### src/rtl/score_bcd_converter_if.sv
// Score-to-display bundle: binary score in, packed BCD digits, blanking mask and status out.
// master drives the score; slave is the converter.
interface score_bcd_converter_if #(
  parameter int BIN_W  = 17,
  parameter int DIGITS = 5
);
  logic [BIN_W-1:0]    score;
  logic [4*DIGITS-1:0] bcd;
  logic [DIGITS-1:0]   digits_lit;
  logic                busy;
  logic                done;
  logic                clamped;

  modport master (
    output score,
    input  bcd, digits_lit, busy, done, clamped
  );

  modport slave (
    input  score,
    output bcd, digits_lit, busy, done, clamped
  );
endinterface

### src/rtl/score_bcd_converter.sv
// Sequential double-dabble converter: clamps the score, shifts one bit per clock into a
// BCD scratch register, then publishes digits and a leading-zero blanking mask together.
module score_bcd_converter #(
  parameter int BIN_W     = 17,
  parameter int DIGITS    = 5,
  parameter int MAX_VALUE = 99999
) (
  input  logic                 clk,
  input  logic                 reset,
  score_bcd_converter_if.slave bus
);

  localparam int SCR_W = 4 * DIGITS;
  localparam int CNT_W = $clog2(BIN_W + 1);
  localparam logic [BIN_W-1:0] MAX_BIN = BIN_W'(MAX_VALUE);

  typedef enum logic [1:0] {IDLE, SHIFT, DONE} state_t;

  state_t             state;
  logic [BIN_W-1:0]   work_bin;
  logic [SCR_W-1:0]   scratch;
  logic [CNT_W-1:0]   cnt;
  logic [BIN_W-1:0]   last_val;
  logic               clamped_next;
  logic [SCR_W-1:0]   bcd_r;
  logic [DIGITS-1:0]  lit_r;
  logic               busy_r;
  logic               done_r;
  logic               clamped_r;

  logic [SCR_W-1:0]   scr_adj;
  logic [SCR_W-1:0]   scr_shift;
  logic [BIN_W-1:0]   bin_shift;

  // Add 3 to every nibble >= 5 so the following left shift carries correctly into the next digit.
  function automatic logic [SCR_W-1:0] add3_all(input logic [SCR_W-1:0] s);
    logic [SCR_W-1:0] r;
    r = s;
    for (int i = 0; i < DIGITS; i++) begin
      if (s[4*i +: 4] >= 4'd5)
        r[4*i +: 4] = s[4*i +: 4] + 4'd3;
    end
    return r;
  endfunction

  // Digit i is lit when it or any more-significant digit is nonzero; the ones digit always shows.
  function automatic logic [DIGITS-1:0] lit_mask(input logic [SCR_W-1:0] s);
    logic [DIGITS-1:0] r;
    logic              any_nz;
    r      = '0;
    any_nz = 1'b0;
    for (int i = DIGITS - 1; i > 0; i--) begin
      any_nz = any_nz | (s[4*i +: 4] != 4'd0);
      r[i]   = any_nz;
    end
    r[0] = 1'b1;
    return r;
  endfunction

  always_comb begin
    scr_adj   = add3_all(scratch);
    scr_shift = {scr_adj[SCR_W-2:0], work_bin[BIN_W-1]};
    bin_shift = {work_bin[BIN_W-2:0], 1'b0};
  end

  always_ff @(posedge clk) begin
    if (reset) begin
      state        <= IDLE;
      cnt          <= '0;
      last_val     <= '0;
      clamped_next <= 1'b0;
      bcd_r        <= '0;
      lit_r        <= DIGITS'(1);
      busy_r       <= 1'b0;
      done_r       <= 1'b0;
      clamped_r    <= 1'b0;
    end else begin
      done_r <= 1'b0;
      case (state)
        // Sample stage: only a changed score starts a conversion; changes during busy are caught here later.
        IDLE: begin
          if (bus.score != last_val) begin
            work_bin     <= (bus.score > MAX_BIN) ? MAX_BIN : bus.score;
            last_val     <= bus.score;
            scratch      <= '0;
            cnt          <= CNT_W'(BIN_W);
            clamped_next <= (bus.score > MAX_BIN);
            busy_r       <= 1'b1;
            state        <= SHIFT;
          end
        end
        // Shift stage: one binary bit enters the BCD scratch per clock.
        SHIFT: begin
          scratch  <= scr_shift;
          work_bin <= bin_shift;
          cnt      <= cnt - CNT_W'(1);
          if (cnt == CNT_W'(1))
            state <= DONE;
        end
        // Publish stage: all visible outputs change in one edge so the HUD never sees a partial value.
        DONE: begin
          bcd_r     <= scratch;
          lit_r     <= lit_mask(scratch);
          clamped_r <= clamped_next;
          done_r    <= 1'b1;
          busy_r    <= 1'b0;
          state     <= IDLE;
        end
        default: state <= IDLE;
      endcase
    end
  end

  assign bus.bcd        = bcd_r;
  assign bus.digits_lit = lit_r;
  assign bus.busy       = busy_r;
  assign bus.done       = done_r;
  assign bus.clamped    = clamped_r;

endmodule

### src/flat_wrapper.sv
// flat-port wrapper written by rule: the top's interface ports become plain ports
module score_bcd_converter_flat 
#(
  parameter int BIN_W     = 17,
  parameter int DIGITS    = 5,
  parameter int MAX_VALUE = 99999
)
  (clk, reset, bus_score, bus_bcd, bus_digits_lit, bus_busy, bus_done, bus_clamped);
  score_bcd_converter_if #(.BIN_W(BIN_W), .DIGITS(DIGITS)) bus_i ();
  input  logic clk;
  input  logic reset;
  input wire logic [$bits(bus_i.score)-1:0] bus_score;
  output wire logic [$bits(bus_i.bcd)-1:0] bus_bcd;
  output wire logic [$bits(bus_i.digits_lit)-1:0] bus_digits_lit;
  output wire logic [$bits(bus_i.busy)-1:0] bus_busy;
  output wire logic [$bits(bus_i.done)-1:0] bus_done;
  output wire logic [$bits(bus_i.clamped)-1:0] bus_clamped;
  assign bus_i.score = bus_score;
  assign bus_bcd = bus_i.bcd;
  assign bus_digits_lit = bus_i.digits_lit;
  assign bus_busy = bus_i.busy;
  assign bus_done = bus_i.done;
  assign bus_clamped = bus_i.clamped;
  score_bcd_converter #(.BIN_W(BIN_W), .DIGITS(DIGITS), .MAX_VALUE(MAX_VALUE)) u_core (.clk(clk), .reset(reset), .bus(bus_i));
endmodule
### config.mk
export PLATFORM = sky130hd
export DESIGN_NAME = score_bcd_converter_flat
export DESIGN_NICKNAME = d
export VERILOG_FILES = /design/src/rtl/score_bcd_converter_if.sv /design/src/rtl/score_bcd_converter.sv /design/src/flat_wrapper.sv
export SDC_FILE = /design/constraint.sdc
export NUM_CORES = 1
export LEC_CHECK = 0
export ABC_AREA = 1
export BUFFER_PORTS_ARGS = -buffer_cell sky130_fd_sc_hd__buf_2
export CAP_MARGIN = 40
export CORE_UTILIZATION = 40
export CTS_BUF_LIST = sky130_fd_sc_hd__clkbuf_8
export CTS_CLUSTER_DIAMETER = 200
export DETAILED_ROUTE_END_ITERATION = 10
export PLACE_DENSITY_LB_ADDON = 0.05
export SLEW_MARGIN = 20
export SYNTH_ARGS = -nofsm -noshare
export SYNTH_HDL_FRONTEND = slang
export SYNTH_SLANG_ARGS = --single-unit
### constraint.sdc
create_clock -name clk -period 5.2 [get_ports clk]
set_input_delay 0.78 -clock clk [delete_from_list [all_inputs] [get_ports clk]]
set_output_delay 0.78 -clock clk [all_outputs]
set_load 0.01 [all_outputs]
# Word-level counts from Yosys, hierarchy flattened
# Cells that the tools add are included.
[totals] ff_bits=89 word_cells=63 out_inout_bits=28 in_bits=19
[classes] n_lt_le_gt_ge=6 n_reduce_logical=12 addsub=6 eq_ne=6 muxes=18 n_bitwise=4
[ops] op="one-hot mux 20 bit (2 select lines)" n=1
[ops] op="2-to-1 mux 17 bit" n=2
[ops] op="one-hot mux 17 bit (2 select lines)" n=1
[ops] op="greater-or-equal comparator 4 x 3 -> 1 bit (second input constant)" n=5
[ops] op="2-to-1 mux 20 bit" n=1
[ops] op="> comparator 17 bit (second input constant)" n=1
[ops] op="inequality test 17 bit" n=1
[ops] op="adder 4 x 2 -> 4 bit (second input constant)" n=4
[ops] op="2-to-1 mux 4 bit" n=4
[ops] op="nonzero test 4 bit" n=4
[ops] op="one-hot mux 5 bit (2 select lines)" n=1
[ops] op="AND reduction 2 bit" n=4
[ops] op="equality test 5 x 1 -> 1 bit (second input constant)" n=1
[ops] op="2-to-1 mux 5 bit" n=1
[ops] op="subtractor 5 x 1 -> 5 bit (second input constant)" n=1
[ops] op="2-to-1 mux 2 bit" n=2
[ops] op="inequality test 2 x 1 -> 1 bit (second input constant)" n=2
[ops] op="one-hot mux 2 bit (2 select lines)" n=1
[ops] op="nonzero test 2 bit" n=2
[ops] op="adder 3 x 2 -> 3 bit (second input constant)" n=1
[ops] op="2-to-1 mux 3 bit" n=1
[ops] op="bitwise OR 1 bit" n=3
[ops] op="AND reduction 3 bit" n=1
[ops] op="equality test 2 x 1 -> 1 bit (second input constant)" n=1
[ops] op="other kinds (5)" n=6

# Depth between registers and ports, before layout
# Gate-level depths: netlist of run 1.
[depth] ltp_word=4 mapped_depth=12 ltp_nobuf=11

# Least setup slack after synthesis of run 1
# Ideal clock, no wire load.
[synth_path] kind="input -> register" start="in bus_score[5]" end="reg u_core.scratch[0] (enable)" arrival_time_ns=3.144 t_required_ns=4.756 setup_slack_ns=1.613 n_path_buf=0 setup_ns=0.444 stages=9 path_cell_list="inv_1 nand2_1 nand2_1 nor2_1 nand2_1 nor2_1 nand3_4 nand2_4 a21oi_1"
[synth_between] elab_chain_cells=3
[synth_lines] element="start: declaration" line="flat_wrapper.sv:12" rtl="input wire logic [$bits(bus_i.score)-1:0] bus_score;"
[synth_lines] element="inequality test 17 bit" line="score_bcd_converter.sv:82" rtl="if (bus.score != last_val) begin"
[synth_lines] element="inequality test 2 x 1 -> 1 bit (no source line)"
[synth_lines] element="AND reduction 3 bit (no source line)"
[synth_lines] element="end signal: assignment" line="score_bcd_converter.sv:94" rtl="scratch <= scr_shift;"
[synth_lines] element="end: declaration" line="score_bcd_converter.sv:21" rtl="logic [SCR_W-1:0] scratch;"
# Every way passes these cells.
# A chain may end at the register's enable or synchronous reset.

# Final worst setup path of run 1
[layout_path] start="in bus_score[7]" end="reg u_core.scratch[2] (enable)"
# Same word-level chain as after synthesis.

==> results of run 1 <==
-- critical path, cell delays in order --
cell,delay (ps)
buf_2,100
inv_1,120
nand2_1,70
nand2_1,60
nor2_1,40
nand2_1,80
nor2_2,50
nand3_4,190
nand2_4,140
a21oi_4,340
buf_16,220
buf_4,210
-- kinds of logic (layout without fill, tap and decap cells) --
| kind of cell | Yosys count | in the layout | synth area share [%] |
|---|---|---|---|
| DFF | 89 | 89 | 50.37 |
| adders and majority gates | 16 | 16 | 4.685 |
| AOI/OAI and AO/OA | 107 | 107 | 13.32 |
| xor gates and xnor gates | 5 | 5 | 1.025 |
| and+or+nand+nor | 213 | 213 | 21.05 |
| other | 1 | 1 | 0.08776 |
| buffers and inverters | 100 | 145 | 9.458 |
-- area by class of cell --
cell class	count	share of cell area, %
clock buffers	9	2.556
clock inverters	7	1.291
flip-flops and latches	89	44.41
well taps	136	3.511
multi-input cells	342	35.71
repair buffers	50	6.403
inverters	79	6.119
-- metrics by stage --
step	std cells	hold slack (ps)	instance area [µm²]	setup WS [ps]	total power, mW
2_1_floorplan	531	434.9	4273	1613	1.075
3_3_place_gp	693	466.1	4589	2164	1.149
3_5_place_dp	696	471.2	4659	2463	1.166
4_1_cts	712	485.8	4846	2850	1.634
5_1_grt	712	517.4	4846	2710	1.718
6_report	712	483.0	4846	2848	1.610
-- metal layers --
metal / GRT usage [%] / share of wire, % / vias up
met3: 2.783 / 2.9 / 8
li1: - / - / 1789
met4: 6.036 / 1.0 / 0
met5: 0 / 0 / -
met2: 29.42 / 45 / 54
met1: 24.41 / 51 / 1545
-- sequential cells by signal, summed over array words and instances (netlist names) --
register,flops
u_core.state,2
u_core.bus.bcd,20
u_core.scratch,20
u_core.bus.clamped,1
u_core.clamped_next,1
u_core.work_bin,17
u_core.cnt,5
u_core.last_val,17
u_core.bus.done,1
u_core.bus.busy,1
u_core.bus.digits_lit,4
-- worst max path at each step --
stage	endpoint	slack [ps]	depth (start not counted)
after floorplan	u_core.scratch[0]	1610	9
after global placement	u_core.work_bin[12]	2160	11
after detailed placement	u_core.work_bin[13]	2460	10
after CTS	u_core.work_bin[11]	2850	10
after global routing	u_core.work_bin[14]	2710	10
final	u_core.scratch[2]	2850	12
-- power breakdown --
part | internal (mW) | total (mW) | switching (mW) | leakage (nW)
Sequential | 0.807 | 0.844 | 0.0370 | 0.788
Combinational | 0.106 | 0.303 | 0.197 | 1.36
Clock | 0.218 | 0.463 | 0.245 | 0.0955
Total | 1.13 | 1.61 | 0.479 | 2.25
-- cells in the mapped netlist (all sizes together) (2+ instances only) --
| library cell | instances |
|---|---|
| a211oi | 3 |
| buf | 6 |
| nand2 | 98 |
| nand3 | 31 |
| dfxtp | 52 |
| o31ai | 7 |
| a31oi | 2 |
| xor2 | 4 |
| clkbuf | 15 |
| edfxtp | 37 |
| ha | 16 |
| nand4 | 5 |
| nor2 | 74 |
| inv | 79 |
| nor3 | 5 |
| o21ai | 54 |
| a21oi | 39 |
==> flow_summary.toml, run 1 <==
[status]
status = "finished, final reports clean"

[floorplanning]
dieArea_um2 = 11100
floorplan.rows = 37
die_w_um = 105.4
ios = 47
initial_core_util_pct = 41.39
die_y_um = 105.4
core_area_um2 = 10320

[routing]
wirelength_mm = 9.094
drt_iter0_drc = 143
drt-vias-per-instance = 4.770
wl_per_cell_um = 12.77
antenna_left = 0
route.vias.total = 3396
drtPass1Iterations = 5
route.detailed.drc = 0

[sta]
report.final.hold_viol_count = 0
finalSetupTns_ps = 0
slew_viol_final = 0
rsz0062_at_grt = "false"
fmax_ghz = 0.4251
tightest_slew_ps = 794.5
fin_skew_ps = 5.375
setup_violations = 0
relSlewSlack_pct = 46.98
fin_crit_ps = 2352
post-route-period-util_pct = 45.24

[cts]
cts_setup_buffers = 0
cts_tree = "done"
cts_htree_levels = 3
root_buffer = "clkbuf_8"
cts-hold-fix-buffers = 0
clk_pin_slew_ps = 90
clock_path_buffers = 2
cts_buffers = 9
cts_resized = 0
cts.sinks = 89
clkLatencyLatePin_ps = 350

[placement]
io_buffers = 45
hpwl_mm = 6.237
gp_congestion = 0.7590

[worst_setup_path]
reg2reg_to = "u_core.scratch[2]"
endpoint_kind = "register"
reg2reg_from = "u_core.last_val[1]"
r2r_slack_ps = 3080
cp.arrival_ps = 2410
required_ps = 5260
startpoint_type = "primary input"
critPathLaunch = "bus_score[7]"
path_class = "in -> reg"
cp_max_fo = 22
ff2ff_path_depth = 11

[synth]
syn-num-nets = 566
synth_flop_cell = "dfxtp_1"
synth_top_area_share_pct = 26.00
yosysTopAreaCell = "edfxtp_1"
ys_ff_latch = 89
syn_area_um2 = 4273
syn_area_per_cell_um2 = 8.047
synth_edf_count = 37
synth.top_cells.by_area = "edfxtp_1, dfxtp_1, nand2_1, inv_1, o21ai_0"
synth_cells = 531
yosysWarnings = 0
synth_async_sr_flop_share_pct = 0
ys_seq_area_share_pct = 50.37
synthDistinctLibCells = 27

[global_route]
grt_max_degree = 45
grt_overflow = 0
antenna_found_initial = 0
grt_pass1_vias = 3335
track_usage_pct = 18.04
grt_pass1_wl_mm = 15.98

[layout]
nFillCells = 1069
multi_input_area_um2 = 1730
syn_to_final_growth_pct = 13.41
nNetsFinal = 606
seq_area_um2 = 2152
layout_common_cells = "nand2_1, inv_1, nor2_1, o21ai_0, dfxtp_1"
final_util_pct = 46.94
layout_commonest_cell = "nand2_1"
antenna_cells = 0
drive_gt1_share_pct = 13.89

[hold_path]
hold_path_class = "reg -> reg"
hold_path_end = "u_core.bus.busy"
min_path_cells = 2
hold_start = "u_core.bus.busy"

[pwr]
p_leak_nw = 2.249
power_density_nw_per_um2 = 332.1
max-vdd-ir-drop_v = 0.0001507

[run]
cap_violations = 0
Note: power is estimated with default switching activity, not from simulation.
==> inputs of run 2 (changes only) <==
Settings changed: ABC_AREA 1 to 0.
Clock period 5.2 ns to 2.12 ns, I/O delays scaled along.
==> run 2 against run 1 <==
Sequential share of layout area is 0.18 points lower. Global-route usage is 1.7 points lower. Core utilization increased by 0.41 points. Die area fell by 0.98%. Combinational power up 130%. Clock skew grew 8.3 ps. Highest routed layer unchanged.
==> flow_summary.toml, run 2 <==
[status]
status = "finished, final reports clean"

[synth]
syn_area_um2 = 4230
yosys-top-cells-count = "nand2_1, dfxtp_1, nor2_1"
synth_edf_count = 37
ys_ff_latch = 89
synth.top_cells.by_area = "edfxtp_1, dfxtp_1, nand2_1, nand2b_1, ha_1"
synth_top_area_share_pct = 26.26
synthDistinctLibCells = 47
synth.most_common_cell = "nand2_1"
synth_async_sr_flop_share_pct = 0
synth_flop_cell = "dfxtp_1"
yosysWarnings = 0
ys_seq_area_share_pct = 50.87
yosysTopAreaCell = "edfxtp_1"
synth_cells = 437
syn_area_per_cell_um2 = 9.680
syn-num-nets = 472

[sta]
setup_slack_ps = 294.3
slew_viol_final = 0
fmax_ghz = 0.5477
rsz0062_at_grt = "false"
finalSetupTns_ps = 0
fin_skew_ps = 13.63
whs_ps = 249.8
fin_crit_ps = 1826
post-route-period-util_pct = 86.12
setup_violations = 0
report.final.hold_viol_count = 0

[layout]
antenna_cells = 0
layout_common_cells = "nand2_1, dfxtp_1, buf_2, nor2_1"
nNetsFinal = 518
nFillCells = 1032
layout_commonest_cell = "nand2_1"
final_util_pct = 47.35
design_area_um2 = 4866
drive_gt1_share_pct = 15.98
syn_to_final_growth_pct = 15.03
fin_cells = 624

[routing]
antenna_left = 0
route.vias.total = 3013
drtPass1Iterations = 4
drt-vias-per-instance = 4.829
drt_iter0_drc = 99
wirelength_mm = 8.365
wl_per_cell_um = 13.41
route.detailed.drc = 0

[placement]
hpwl_mm = 5.965
dp.cells = 608
io_buffers = 45
dpl_cell_area_um2 = 4661
pre_cts_ws_ps = 169.7
gp_congestion = 0.7867

[cts]
cts_tree = "done"
cts_buffers = 9
cts.sinks = 89
root_buffer = "clkbuf_8"
cts_htree_levels = 3
cts-hold-fix-buffers = 0
clkLatencyLatePin_ps = 350
cts_resized = 0
clock_path_buffers = 2
cts_setup_buffers = 0
clk_pin_slew_ps = 90

[floorplanning]
die_w_um = 104.8
core_area_um2 = 10280
ios = 47
floorplan.rows = 37
dieArea_um2 = 10990
initial_core_util_pct = 41.16
die_y_um = 104.8

[pwr]
power_frac_seq_pct = 52.4
max-vdd-ir-drop_v = 0.0002981
power_frac_comb_pct = 17.7
swShare_pct = 28.18
clkPwrFrac_pct = 29.9
power_density_nw_per_um2 = 820.5
p_total_mw = 3.993
p_leak_nw = 1.992
power.net_switching_mw = 1.125
intPower_mw = 2.867

[worst_setup_path]
cp.arrival_ps = 1940
startpoint_type = "register"
endpoint_kind = "register"
path_cells = "xor2_1 > nor4_1 > nand4_1 > nor3_1 > buf_4 > nor3_4 > buf_12"
path_class = "reg -> reg"
required_ps = 2230
cpPeakStageDelay_ps = 330
cp_max_fo = 20
cp_slowest_cell = "dfxtp_1"

[global_route]
grt_overflow = 0
antenna_found_initial = 0
track_usage_pct = 16.36
grt_pass1_vias = 2865
grt_pass1_wl_mm = 14.07
grt_max_degree = 38

[hold_path]
hold_path_class = "in -> reg"

[run]
cap_violations = 0
==> run 2: cell types whose count changed in the layout (fill, tap and decap cells not counted), moves of 23 or more <==
cell	before	now
o21ai_0	54	8
nand2b_1	0	39
inv_1	76	16
nor2_1	64	41
nand3_1	30	1
nand2_1	97	66
==> run 2: cell type report <==
type / count / area, µm² / share of cell area [%]
Clock buffer: 10 / 137.6 / 2.828
Clock inverter: 6 / 67.56 / 1.389
Inverter: 15 / 56.30 / 1.157
Multi-Input combinational cell: 310 / 1922 / 39.50
Sequential cell: 89 / 2152 / 44.23
Tap cell: 136 / 170.2 / 3.497
Timing Repair Buffer: 58 / 360.3 / 7.406
==> run 2: cell families (layout without fill, tap and decap cells) <==
logic type | Yosys count | after routing | synth area share (%)
compound gates | 73 | 73 | 10.65
xor+xnor | 27 | 27 | 5.590
fa+ha+maj | 16 | 16 | 4.732
buf+inv | 38 | 89 | 4.111
flops | 89 | 89 | 50.87
mux | 18 | 18 | 4.289
other cells | 1 | 1 | 0.08865
simple gates | 175 | 175 | 19.67
==> run 2: power by group through the flow <==
stage,Clock [mW],Combinational [mW],Sequential (mW)
after CTS,1.26,0.720,2.09
after global placement,0,0.705,2.13
final,1.20,0.706,2.09
after global routing,1.31,0.805,2.12
after detailed placement,0,0.719,2.13
after floorplan,0,0.541,2.10
==> run 2: per-layer routing <==
metal / global-route usage [%] / routed length (µm) / vias to the layer above / share of wire, %
met4: 5.131 / 67 / 0 / 0.80
li1: - / - / 1572 / -
met2: 27.72 / 4054 / 46 / 48
met1: 20.65 / 4010 / 1389 / 48
met3: 3.743 / 232 / 6 / 2.8
met5: 0 / 0 / - / 0
==> run 2: critical path, delay by kind of cell (launching register included) <==
family | cells | cell delay, ps
simple gates | 4 | 720
flops | 1 | 330
xor+xnor | 1 | 180
buf+inv | 2 | 360
==> run 2: final timing paths <==
check / from / endpoint / slack (ps) / cells past startpoint
max: u_core.last_val[3] / u_core.work_bin[15] / 290 / 7
min: bus_score[1] / u_core.last_val[1] / 250 / 3
max reg2reg: u_core.last_val[3] / u_core.work_bin[15] / 290 / 7
min reg2reg: u_core.bus.bcd[14] / u_core.bus.bcd[14] / 450 / 2
